**config.mk**
```make
export PLATFORM = sky130hd
export DESIGN_NAME = tex_perf_counters_flat
export DESIGN_NICKNAME = d
export VERILOG_FILES = /design/src/rtl/tex_perf_counters_if.sv /design/src/rtl/tex_perf_counters.sv /design/src/flat_wrapper.sv
export SDC_FILE = /design/constraint.sdc
export NUM_CORES = 1
export LEC_CHECK = 0
export CORE_MARGIN = 3
export CORE_UTILIZATION = 40
export DETAILED_ROUTE_END_ITERATION = 8
export HOLD_SLACK_MARGIN = 0.05
export PLACE_DENSITY = 0.68
export RECOVER_POWER = 100
export REMOVE_ABC_BUFFERS = 1
export SYNTH_ARGS = -nofsm -noshare
export SYNTH_HDL_FRONTEND = slang
export SYNTH_SLANG_ARGS = --single-unit
```
**constraint.sdc**
```tcl
create_clock -name clk -period 4 [get_ports clk]
set_input_delay 0.8 -clock clk [delete_from_list [all_inputs] [get_ports clk]]
set_output_delay 0.8 -clock clk [all_outputs]
set_load 0.02 [all_outputs]
```
**src/rtl/tex_perf_counters_if.sv**
```systemverilog
// Texture perf-counter bus: the observed memory request/response channels and
// stall signal, plus the accumulated counters driven back by the counter engine.
interface tex_perf_counters_if #(
  parameter int NUM_REQS = 4,
  parameter int CTR_W    = 44,
  parameter int PEND_W   = 7
);
  logic [NUM_REQS-1:0] mem_req_valid;
  logic [NUM_REQS-1:0] mem_req_ready;
  logic [NUM_REQS-1:0] mem_rsp_valid;
  logic [NUM_REQS-1:0] mem_rsp_ready;
  logic                stall;
  logic [CTR_W-1:0]    mem_reads;
  logic [CTR_W-1:0]    mem_latency;
  logic [CTR_W-1:0]    stall_cycles;
  logic [PEND_W-1:0]   pending;
  logic                err;

  // The counter engine observes the channels and drives the counters.
  modport master (
    input  mem_req_valid, mem_req_ready, mem_rsp_valid, mem_rsp_ready, stall,
    output mem_reads, mem_latency, stall_cycles, pending, err
  );

  // The surrounding texture unit drives the channels and reads the counters.
  modport slave (
    output mem_req_valid, mem_req_ready, mem_rsp_valid, mem_rsp_ready, stall,
    input  mem_reads, mem_latency, stall_cycles, pending, err
  );
endinterface

```
**src/rtl/tex_perf_counters.sv**
```systemverilog
// Multi-channel texture performance-counter engine. Counts request handshakes,
// accumulates in-flight read occupancy as a latency sum, counts stall cycles,
// and tracks the in-flight read count with a sticky over/underflow flag.
// All outputs are registered; the block only observes the handshakes.
module tex_perf_counters #(
  parameter int NUM_REQS    = 4,
  parameter int CTR_W       = 44,
  parameter int MAX_PENDING = 64,
  parameter int SATURATE    = 0,
  localparam int PEND_W     = $clog2(MAX_PENDING + 1)
) (
  input  logic                  clk,
  input  logic                  reset,
  input  logic                  perf_en,
  input  logic                  clear,
  tex_perf_counters_if.master   perf
);

  localparam int CNT_W  = $clog2(NUM_REQS + 1);
  // Signed working width large enough for pending + NUM_REQS and for -NUM_REQS.
  localparam int CALC_W = ((PEND_W > CNT_W) ? PEND_W : CNT_W) + 2;

  logic [NUM_REQS-1:0] req_fire;
  logic [NUM_REQS-1:0] rsp_fire;
  logic [CNT_W-1:0]    nreq;
  logic [CNT_W-1:0]    nrsp;

  logic [PEND_W-1:0]        pending_q;
  logic [PEND_W-1:0]        pending_d;
  logic                     pend_err;
  logic signed [CALC_W-1:0] pend_sum;

  logic [CTR_W-1:0] mem_reads_q;
  logic [CTR_W-1:0] mem_latency_q;
  logic [CTR_W-1:0] stall_cycles_q;
  logic [CTR_W-1:0] mem_reads_d;
  logic [CTR_W-1:0] mem_latency_d;
  logic [CTR_W-1:0] stall_cycles_d;
  logic             err_q;

  // Adds an increment to a counter, either wrapping or sticking at all-ones.
  function automatic logic [CTR_W-1:0] acc(input logic [CTR_W-1:0] cur,
                                           input logic [CTR_W-1:0] inc);
    logic [CTR_W:0] s;
    s = {1'b0, cur} + {1'b0, inc};
    if ((SATURATE != 0) && s[CTR_W])
      return {CTR_W{1'b1}};
    return s[CTR_W-1:0];
  endfunction

  assign req_fire = perf.mem_req_valid & perf.mem_req_ready;
  assign rsp_fire = perf.mem_rsp_valid & perf.mem_rsp_ready;

  // Population count of request and response handshakes this cycle.
  always_comb begin
    nreq = '0;
    nrsp = '0;
    for (int i = 0; i < NUM_REQS; i++) begin
      nreq = nreq + CNT_W'(req_fire[i]);
      nrsp = nrsp + CNT_W'(rsp_fire[i]);
    end
  end

  // Next in-flight count, clamped to [0, MAX_PENDING] with an error on clamp.
  always_comb begin
    pend_sum  = $signed({{(CALC_W-PEND_W){1'b0}}, pending_q})
              + $signed({{(CALC_W-CNT_W){1'b0}}, nreq})
              - $signed({{(CALC_W-CNT_W){1'b0}}, nrsp});
    pending_d = pending_q;
    pend_err  = 1'b0;
    if (pend_sum < 0) begin
      pending_d = '0;
      pend_err  = 1'b1;
    end else if (pend_sum > $signed(CALC_W'(MAX_PENDING))) begin
      pending_d = PEND_W'(MAX_PENDING);
      pend_err  = 1'b1;
    end else begin
      pending_d = pend_sum[PEND_W-1:0];
    end
  end

  // Candidate counter values; latency uses the occupancy before this cycle's events.
  always_comb begin
    mem_reads_d    = acc(mem_reads_q,    CTR_W'(nreq));
    mem_latency_d  = acc(mem_latency_q,  CTR_W'(pending_q));
    stall_cycles_d = acc(stall_cycles_q, CTR_W'(perf.stall));
  end

  // Register state: reset dominates, clear beats accumulation, pending always tracks.
  always_ff @(posedge clk) begin
    if (!reset) begin
      pending_q      <= '0;
      err_q          <= 1'b0;
      mem_reads_q    <= '0;
      mem_latency_q  <= '0;
      stall_cycles_q <= '0;
    end else begin
      pending_q <= pending_d;
      if (pend_err)
        err_q <= 1'b1;
      if (clear) begin
        mem_reads_q    <= '0;
        mem_latency_q  <= '0;
        stall_cycles_q <= '0;
      end else if (perf_en) begin
        mem_reads_q    <= mem_reads_d;
        mem_latency_q  <= mem_latency_d;
        stall_cycles_q <= stall_cycles_d;
      end
    end
  end

  assign perf.mem_reads    = mem_reads_q;
  assign perf.mem_latency  = mem_latency_q;
  assign perf.stall_cycles = stall_cycles_q;
  assign perf.pending      = pending_q;
  assign perf.err          = err_q;

endmodule

```
**src/flat_wrapper.sv**
```systemverilog
// flat-port wrapper written by rule: the top's interface ports become plain ports
module tex_perf_counters_flat 
#(
  parameter int NUM_REQS    = 4,
  parameter int CTR_W       = 44,
  parameter int MAX_PENDING = 64,
  parameter int SATURATE    = 0,
  localparam int PEND_W     = $clog2(MAX_PENDING + 1)
)
  (clk, reset, perf_en, clear, perf_mem_req_valid, perf_mem_req_ready, perf_mem_rsp_valid, perf_mem_rsp_ready, perf_stall, perf_mem_reads, perf_mem_latency, perf_stall_cycles, perf_pending, perf_err);
  tex_perf_counters_if #(.NUM_REQS(NUM_REQS), .CTR_W(CTR_W), .PEND_W(7)) perf_i ();
  input  logic clk;
  input  logic reset;
  input  logic perf_en;
  input  logic clear;
  input wire logic [$bits(perf_i.mem_req_valid)-1:0] perf_mem_req_valid;
  input wire logic [$bits(perf_i.mem_req_ready)-1:0] perf_mem_req_ready;
  input wire logic [$bits(perf_i.mem_rsp_valid)-1:0] perf_mem_rsp_valid;
  input wire logic [$bits(perf_i.mem_rsp_ready)-1:0] perf_mem_rsp_ready;
  input wire logic [$bits(perf_i.stall)-1:0] perf_stall;
  output wire logic [$bits(perf_i.mem_reads)-1:0] perf_mem_reads;
  output wire logic [$bits(perf_i.mem_latency)-1:0] perf_mem_latency;
  output wire logic [$bits(perf_i.stall_cycles)-1:0] perf_stall_cycles;
  output wire logic [$bits(perf_i.pending)-1:0] perf_pending;
  output wire logic [$bits(perf_i.err)-1:0] perf_err;
  assign perf_i.mem_req_valid = perf_mem_req_valid;
  assign perf_i.mem_req_ready = perf_mem_req_ready;
  assign perf_i.mem_rsp_valid = perf_mem_rsp_valid;
  assign perf_i.mem_rsp_ready = perf_mem_rsp_ready;
  assign perf_i.stall = perf_stall;
  assign perf_mem_reads = perf_i.mem_reads;
  assign perf_mem_latency = perf_i.mem_latency;
  assign perf_stall_cycles = perf_i.stall_cycles;
  assign perf_pending = perf_i.pending;
  assign perf_err = perf_i.err;
  tex_perf_counters #(.NUM_REQS(NUM_REQS), .CTR_W(CTR_W), .MAX_PENDING(MAX_PENDING), .SATURATE(SATURATE)) u_core (.clk(clk), .reset(reset), .perf_en(perf_en), .clear(clear), .perf(perf_i));
endmodule
```
==> results of run 1 <==
[area by class of cell]
cell class / count / area, um^2
fillers: 1670 / 7850
well taps: 229 / 287
clock buffers: 19 / 443
inverters: 41 / 154
multi-input cells: 662 / 4600
clock inverters: 13 / 186
flip-flops and latches: 140 / 2800
repair buffers: 202 / 1890
[Yosys cell counts, types with 8 or more instances]
master	count
dfxtp_1	140
nor2_1	88
a21oi_1	63
nand2_1	60
xor2_1	47
nand4_1	46
inv_1	41
nand3_1	38
or4_1	38
o31ai_1	35
clkbuf_1	27
ha_1	27
xnor2_1	22
o21ai_0	20
and3_1	15
and4_1	13
mux2i_1	13
nor4_1	13
or3_1	12
nand2b_1	11
a211oi_1	10
and2_1	8
[sequential cells by signal, indices dropped and copies added (netlist names)]
name,cells
u_core.perf.mem_latency,44
u_core.perf.mem_reads,44
u_core.perf.stall_cycles,44
u_core.perf.pending,7
u_core.perf.err,1
[stage by stage]
step	cells	instance area [um^2]	hold WS [ns]	total power, mW	worst slack (ns)
after global placement	1271	9550	0.466	3.03	-0.733
after detailed placement	1271	9550	0.474	3.05	-0.838
final	1306	10400	0.482	5.26	0.0442
after floorplan	843	7350	0.540	2.38	-0.293
after global routing	1306	10400	0.503	5.51	-0.0577
after CTS	1305	10300	0.483	5.00	-0.00671
[cell families (layout without fill, tap and decap cells)]
logic type	count (synthesis)	count (layout)	share of synthesized area
adder cells (fa/ha/maj)	33	33	0.0610
XOR/XNOR	69	69	0.0806
flip-flops	140	140	0.374
buffers and inverters	76	275	0.0409
AO/OA/AOI/OAI	166	166	0.144
AND/OR/NAND/NOR	381	381	0.283
multiplexers	13	13	0.0173
[worst reg2reg max path: stages, from the launching register on]
cell and delay (ns):
dfxtp_1 0.39, ha_1 0.20, ha_1 0.20, nand3_1 0.15
nor3_1 0.66, nand2_1 0.46, or4_1 0.58, a21oi_1 0.17
[routing by layer]
layer | vias up | track usage | share of wire
li1 | 3600 | - | -
met1 | 3467 | 0.267 | 0.47
met2 | 182 | 0.304 | 0.47
met3 | 16 | 0.0432 | 0.052
met4 | 0 | 0.0540 | 0.011
met5 | - | 0 | 0
[power by group]
group / internal [mW] / total, mW / switching (mW)
Sequential: 1.44 / 1.49 / 0.0526
Combinational: 1.01 / 2.08 / 1.07
Clock: 1.06 / 1.69 / 0.628
Total: 3.51 / 5.26 / 1.75
[repair_timing]
| item | in CTS | in global routing |
|---|---|---|
| pin swaps | 15 | 21 |
| gates resized for setup | 27 | 27 |
| setup endpoints to repair | 8 | 8 |
| cloned | 0 | 0 |
| buffers inserted | 2 | 1 |
[worst min path at each step]
stage | cells past startpoint | end
after floorplan | 2 | u_core.perf.mem_reads[43]$_SDFFE_PP0P_
after global placement | 2 | u_core.perf.stall_cycles[43]$_SDFFE_PP0P_
after CTS | 2 | u_core.perf.stall_cycles[43]$_SDFFE_PP0P_
after global routing | 2 | u_core.perf.stall_cycles[43]$_SDFFE_PP0P_
after detailed placement | 2 | u_core.perf.stall_cycles[43]$_SDFFE_PP0P_
final | 2 | u_core.perf.mem_latency[43]$_SDFFE_PP0P_
==> results.md, run 1 <==
* Hold Path Class: flip-flop to flip-flop
* HP Start: u_core.perf.mem_latency[43]$_SDFFE_PP0P_
* Worst r2r dst: u_core.perf.stall_cycles[42]$_SDFFE_PP0P_
* Final #Nets at 1118
* Startpoint types: input port
* Drt initial violations at between 300 and 400
* Cell Chain, Critical Path: dlygate4sd2_1 > and2_4 > ha_4 > inv_2 > fa_2 > inv_2 > ha_4 > fa_1 > inv_2 > ha_4 > a211oi_4 > buf_4 > buf_6 > o211ai_1 > a21oi_2 > xnor2_1 > buf_4 > nor4_2
* Initial antenna violation count at 0
* Slew @ Worst Pin at 1.68 ns
* Arrival time worst endpoint at ~4.3 ns
* CTS tree: built
* Crit path buf inv count at 7
* Violations in the final reports: max-capacitance violations, max-slew violations
* # rows at 49
* Drt wl/cell at 15.4 um
* Critical Path End: u_core.perf.pending[2]$_SDFF_PP0_
* Final Hold Viols at 0
* Syn Area/Cell at 8.54 um^2
* Total core area at between 15000 and 20000 um^2
* Die area at 20400 um^2
* Period utilisation layout at 0.989
* Syn. warnings at 0
* Setup crit end kind: flip-flop
* Cell count after synthesis at 878
* Root Buffer: clkbuf_16
* Worst r2r path cells at 7
* CP top delay family: adder cells
* Crit path depth at 18
* Top cells by area, synth: dfxtp_1 37%, xor2_1 5.5%, ha_1 4.5%, nor2_1 4.4%, a21oi_1 4.2%
* Min Tclk post-route at ~4.0 ns
* Sequential area share after synthesis at 0.374
* First-pass GRT wire length at 32.4 mm
* Post-synth EDFFs at 0
* Finished Core Util at 0.569
* Top cell type by total area after synthesis: dfxtp_1
* Pleak at 3.98 nW
* Clock sink count at 140
* CP startpoint: perf_mem_rsp_ready[1]
* Clk buf depth at 2
* Congestion Overflow GR at 0
* Via Count at 7265
* Final worst clock skew at around 0.012 ns
* Reg clk slew, reported paths at 0.06 ns
* Post-synth top flop: dfxtp_1
* Slowest cell on the critical path: fa_1
* Number of global-route vias before repair at 6530
* Total wire length at 20.1 mm
* CTS buffer count at 17
* ANT cells at 0
* Post-synth ARST share at 0
* Worst EP required at 4.32 ns
* Worst R2R Setup Slack at 1.08 ns
* Max-slew violation count at 82
* Final HPWL DP at about 14 mm
* TNS Setup at 0 ns
* Launching point of the worst reg2reg path: u_core.perf.stall_cycles[0]$_SDFFE_PP0P_
* Remaining antenna violation count at 0
* Largest net degree at the start of global routing at 82
* # DRC at 0
* Max-slew headroom at -0.121
* H-tree depth at 4
* Total GRT Usage at 0.193
* Post-CTS Hold Fix Bufs at 0
* Final setup vio count at 0
* Maxcap violations at 1
* Chip width at between 100 and 150 um
* Yosys reg bits at 140
* Synthesized area at about 7500 um^2
* Yosys top cell area share at 0.374
* Status: finished with violations
* Commonest cells after routing, fill and taps aside: 142 x dlygate4sd3_1, 140 x dfxtp_1, 85 x nor2_1
* Drt first pass iters at 4
* Max Fclk at ~250 MHz
* RePlAce Congestion at slightly above 0.8
* Vias per cell at ~5.6
* Die height at 143 um
* PwrDens at 508 nW/um^2
* Commonest non-fill, non-tap cell in the layout: dlygate4sd3_1
* Port bufs at 160
* WS Path Type: input port to flip-flop
* Clock Latency Late Sink at 0.42 ns
* Layout cells sized above 1 at 0.108
* # IOs at 161
* Library cells used by synthesis at 67
* CP Max Fanout at 7
* Maximum VDD drop at 0.586 mV
* Starting Density at 0.412
* Crit path largest cell delay at 0.53 ns
* Area grow syn2layout at 38.1%
Power figures use the tool's default switching activity.
==> run 2: changes to the inputs <==
--- a/config.mk
+++ b/config.mk
@@ -5,7 +5,6 @@
 export SDC_FILE = /design/constraint.sdc
 export NUM_CORES = 1
 export LEC_CHECK = 0
-export CORE_MARGIN = 3
 export CORE_UTILIZATION = 40
 export DETAILED_ROUTE_END_ITERATION = 8
 export HOLD_SLACK_MARGIN = 0.05
==> run 2 against run 1 <==
Against the previous run:
- the run ends with design-rule violations, max-capacitance violations, max-slew violations left
- total power down 5.2%
- non-clock buffer count up 3
- first-iteration DRC count down 4.3%
- maximum frequency up 1.5%
- largest cell class unchanged
==> results.md, run 2 (synthesis results as in run 1) <==
* Place WS at -0.869 ns
* Remaining antenna violation count at 0
* Starting Density at 0.413
* Final HPWL DP at 14.2 mm
* Clock sink count at 140
* WS Path Type: input port to flip-flop
* Largest net degree at the start of global routing at 59
* Final setup vio count at 0
* Vias per cell at 5.46
* Total power at 4.99 mW
* Placed Cells at around 1300
* Clock Latency Late Sink at 0.42 ns
* Total GRT Usage at 0.207
* Maximum VDD drop at 0.777 mV
* Die height at approximately 140 um
* ANT cells at 0
* Via Count at slightly above 7000
* Drt initial violations at 310
* Total core area at 18100 um^2
* Slew @ Worst Pin at 1.87 ns
* CP Max Fanout at 3
* Maxcap violations at 1
* Worst Setup Slack, final at just over 0.1 ns
* Setup crit end kind: flip-flop
* First-pass GRT wire length at 32.8 mm
* Port bufs at 160
* Initial antenna violation count at 0
* Startpoint types: input port
* Min Tclk post-route at 3.90 ns
* # DRC at 10
* Final Hold Viols at 0
* Non-filler cells, final at 1309
* Pleak at 3.96 nW
* Reg clk slew, reported paths at ~0.06 ns
* Worst hold slack at ~0.47 ns
* Worst EP required at 4.30 ns
* Violations in the final reports: design-rule violations, max-capacitance violations, max-slew violations
* Clk buf depth at 2
* Final worst clock skew at 0.0127 ns
* Hold Path Class: flip-flop to flip-flop
* Drt first pass iters at 8
* # rows at slightly below 50
* Number of global-route vias before repair at approximately 6600
* Drt wl/cell at 15.3 um
* Area grow syn2layout at 37.5%
* CTS tree: built
* Root Buffer: clkbuf_16
* H-tree depth at 4
* Congestion Overflow GR at 0
* PwrDens at 483 nW/um^2
* Post-CTS Hold Fix Bufs at 0
* Commonest cells after routing, fill and taps aside: 143 x dlygate4sd3_1, 140 x dfxtp_1, 87 x nor2_1
* Layout cells sized above 1 at 0.106
* RePlAce Congestion at between 0.8 and 0.9
* Commonest non-fill, non-tap cell in the layout: dlygate4sd3_1
* Final #Nets at 1121
* Total wire length at 20.1 mm
* Arrival time worst endpoint at 4.19 ns
* # IOs at about 160
* TNS Setup at 0 ns
* Max Fclk at 257 MHz
* CTS buffer count at 17
* Max-slew headroom at -0.245
* Die area at between 15000 and 20000 um^2
* Max-slew violation count at 44
* Status: finished with violations
* Fill count at 1653
* Period utilisation layout at 0.974
* Chip width at 139 um
## run 2: cell count changes in the layout (fill, tap and decap cells not counted), moves of 2 or more
| cell | previous run | this run |
|---|---|---|
| clkinvlp_4 | 1 | 6 |
| clkbuf_8 | 1 | 3 |
| a21oi_2 | 1 | 3 |
| bufinv_16 | 4 | 2 |
| nor2_1 | 85 | 87 |
| clkinv_2 | 3 | 1 |
| a21oi_4 | 2 | 0 |
| clkinv_4 | 2 | 0 |
| clkbuf_1 | 10 | 8 |
| nor2_2 | 4 | 1 |
| buf_4 | 28 | 30 |
## run 2: repair_timing
item / CTS / global route
endpoints found under the setup margin: 8 / 8
pin swaps: 23 / 15
buffers inserted: 3 / 1
resized for setup: 34 / 11
## run 2: layer usage
layer,GRT usage,wire [um],up-vias
met5,0,0,-
met4,0.0602,161,0
met3,0.0432,708,16
met2,0.344,9720,134
met1,0.269,9480,3378
li1,-,-,3613
## run 2: worst paths after layout
kind	startpoint	slack [ns]	to	cells after the start
min	u_core.perf.mem_reads[40]$_SDFFE_PP0P_	0.47	u_core.perf.mem_reads[40]$_SDFFE_PP0P_	2
max	perf_mem_rsp_ready[0]	0.10	u_core.perf.err$_SDFFE_PN0P_	16
min reg2reg	u_core.perf.mem_reads[40]$_SDFFE_PP0P_	0.47	u_core.perf.mem_reads[40]$_SDFFE_PP0P_	2
max reg2reg	u_core.perf.pending[0]$_SDFF_PP0_	0.96	u_core.perf.mem_latency[40]$_SDFFE_PP0P_	8
## run 2: stage by stage
step	utilization	area (um^2)
after global routing	0.569	10300
final	0.569	10300
after floorplan	-	7350
after detailed placement	0.528	9590
after CTS	0.571	10400
after global placement	0.528	9590
## run 2: layout make-up
cell class | instances | area [um^2] | area share
well taps | 229 | 287 | 0.0278
multi-input cells | 662 | 4540 | 0.440
flip-flops and latches | 140 | 2800 | 0.272
clock buffers | 20 | 467 | 0.0452
clock inverters | 12 | 136 | 0.0132
inverters | 41 | 154 | 0.0149
repair buffers | 205 | 1930 | 0.187
## run 2: critical path: stages
cell and delay [ns]:
dlygate4sd2_1 0.23, and2_4 0.16, ha_4 0.26, inv_2 0.04, fa_2 0.34, inv_2 0.07
ha_4 0.20, fa_1 0.48, buf_4 0.17, fa_2 0.36, nand2b_4 0.17, a21o_1 0.17
buf_4 0.14, a21oi_2 0.19, nor2_1 0.06, o41a_1 0.36
## run 2: where the power goes
| group | total [mW] | internal, mW | switching [mW] |
|---|---|---|---|
| sequential | 1.48 | 1.44 | 0.0489 |
| combinational | 1.90 | 0.938 | 0.964 |
| clock | 1.60 | 0.972 | 0.629 |
==> run 3: changes to the inputs <==
--- a/config.mk
+++ b/config.mk
@@ -11,6 +11,7 @@
 export PLACE_DENSITY = 0.68
 export RECOVER_POWER = 100
 export REMOVE_ABC_BUFFERS = 1
+export SLEW_MARGIN = 0
 export SYNTH_ARGS = -nofsm -noshare
 export SYNTH_HDL_FRONTEND = slang
 export SYNTH_SLANG_ARGS = --single-unit
==> results of run 3 <==
The final DEF is identical to that of run 2; final timing and power are the same.
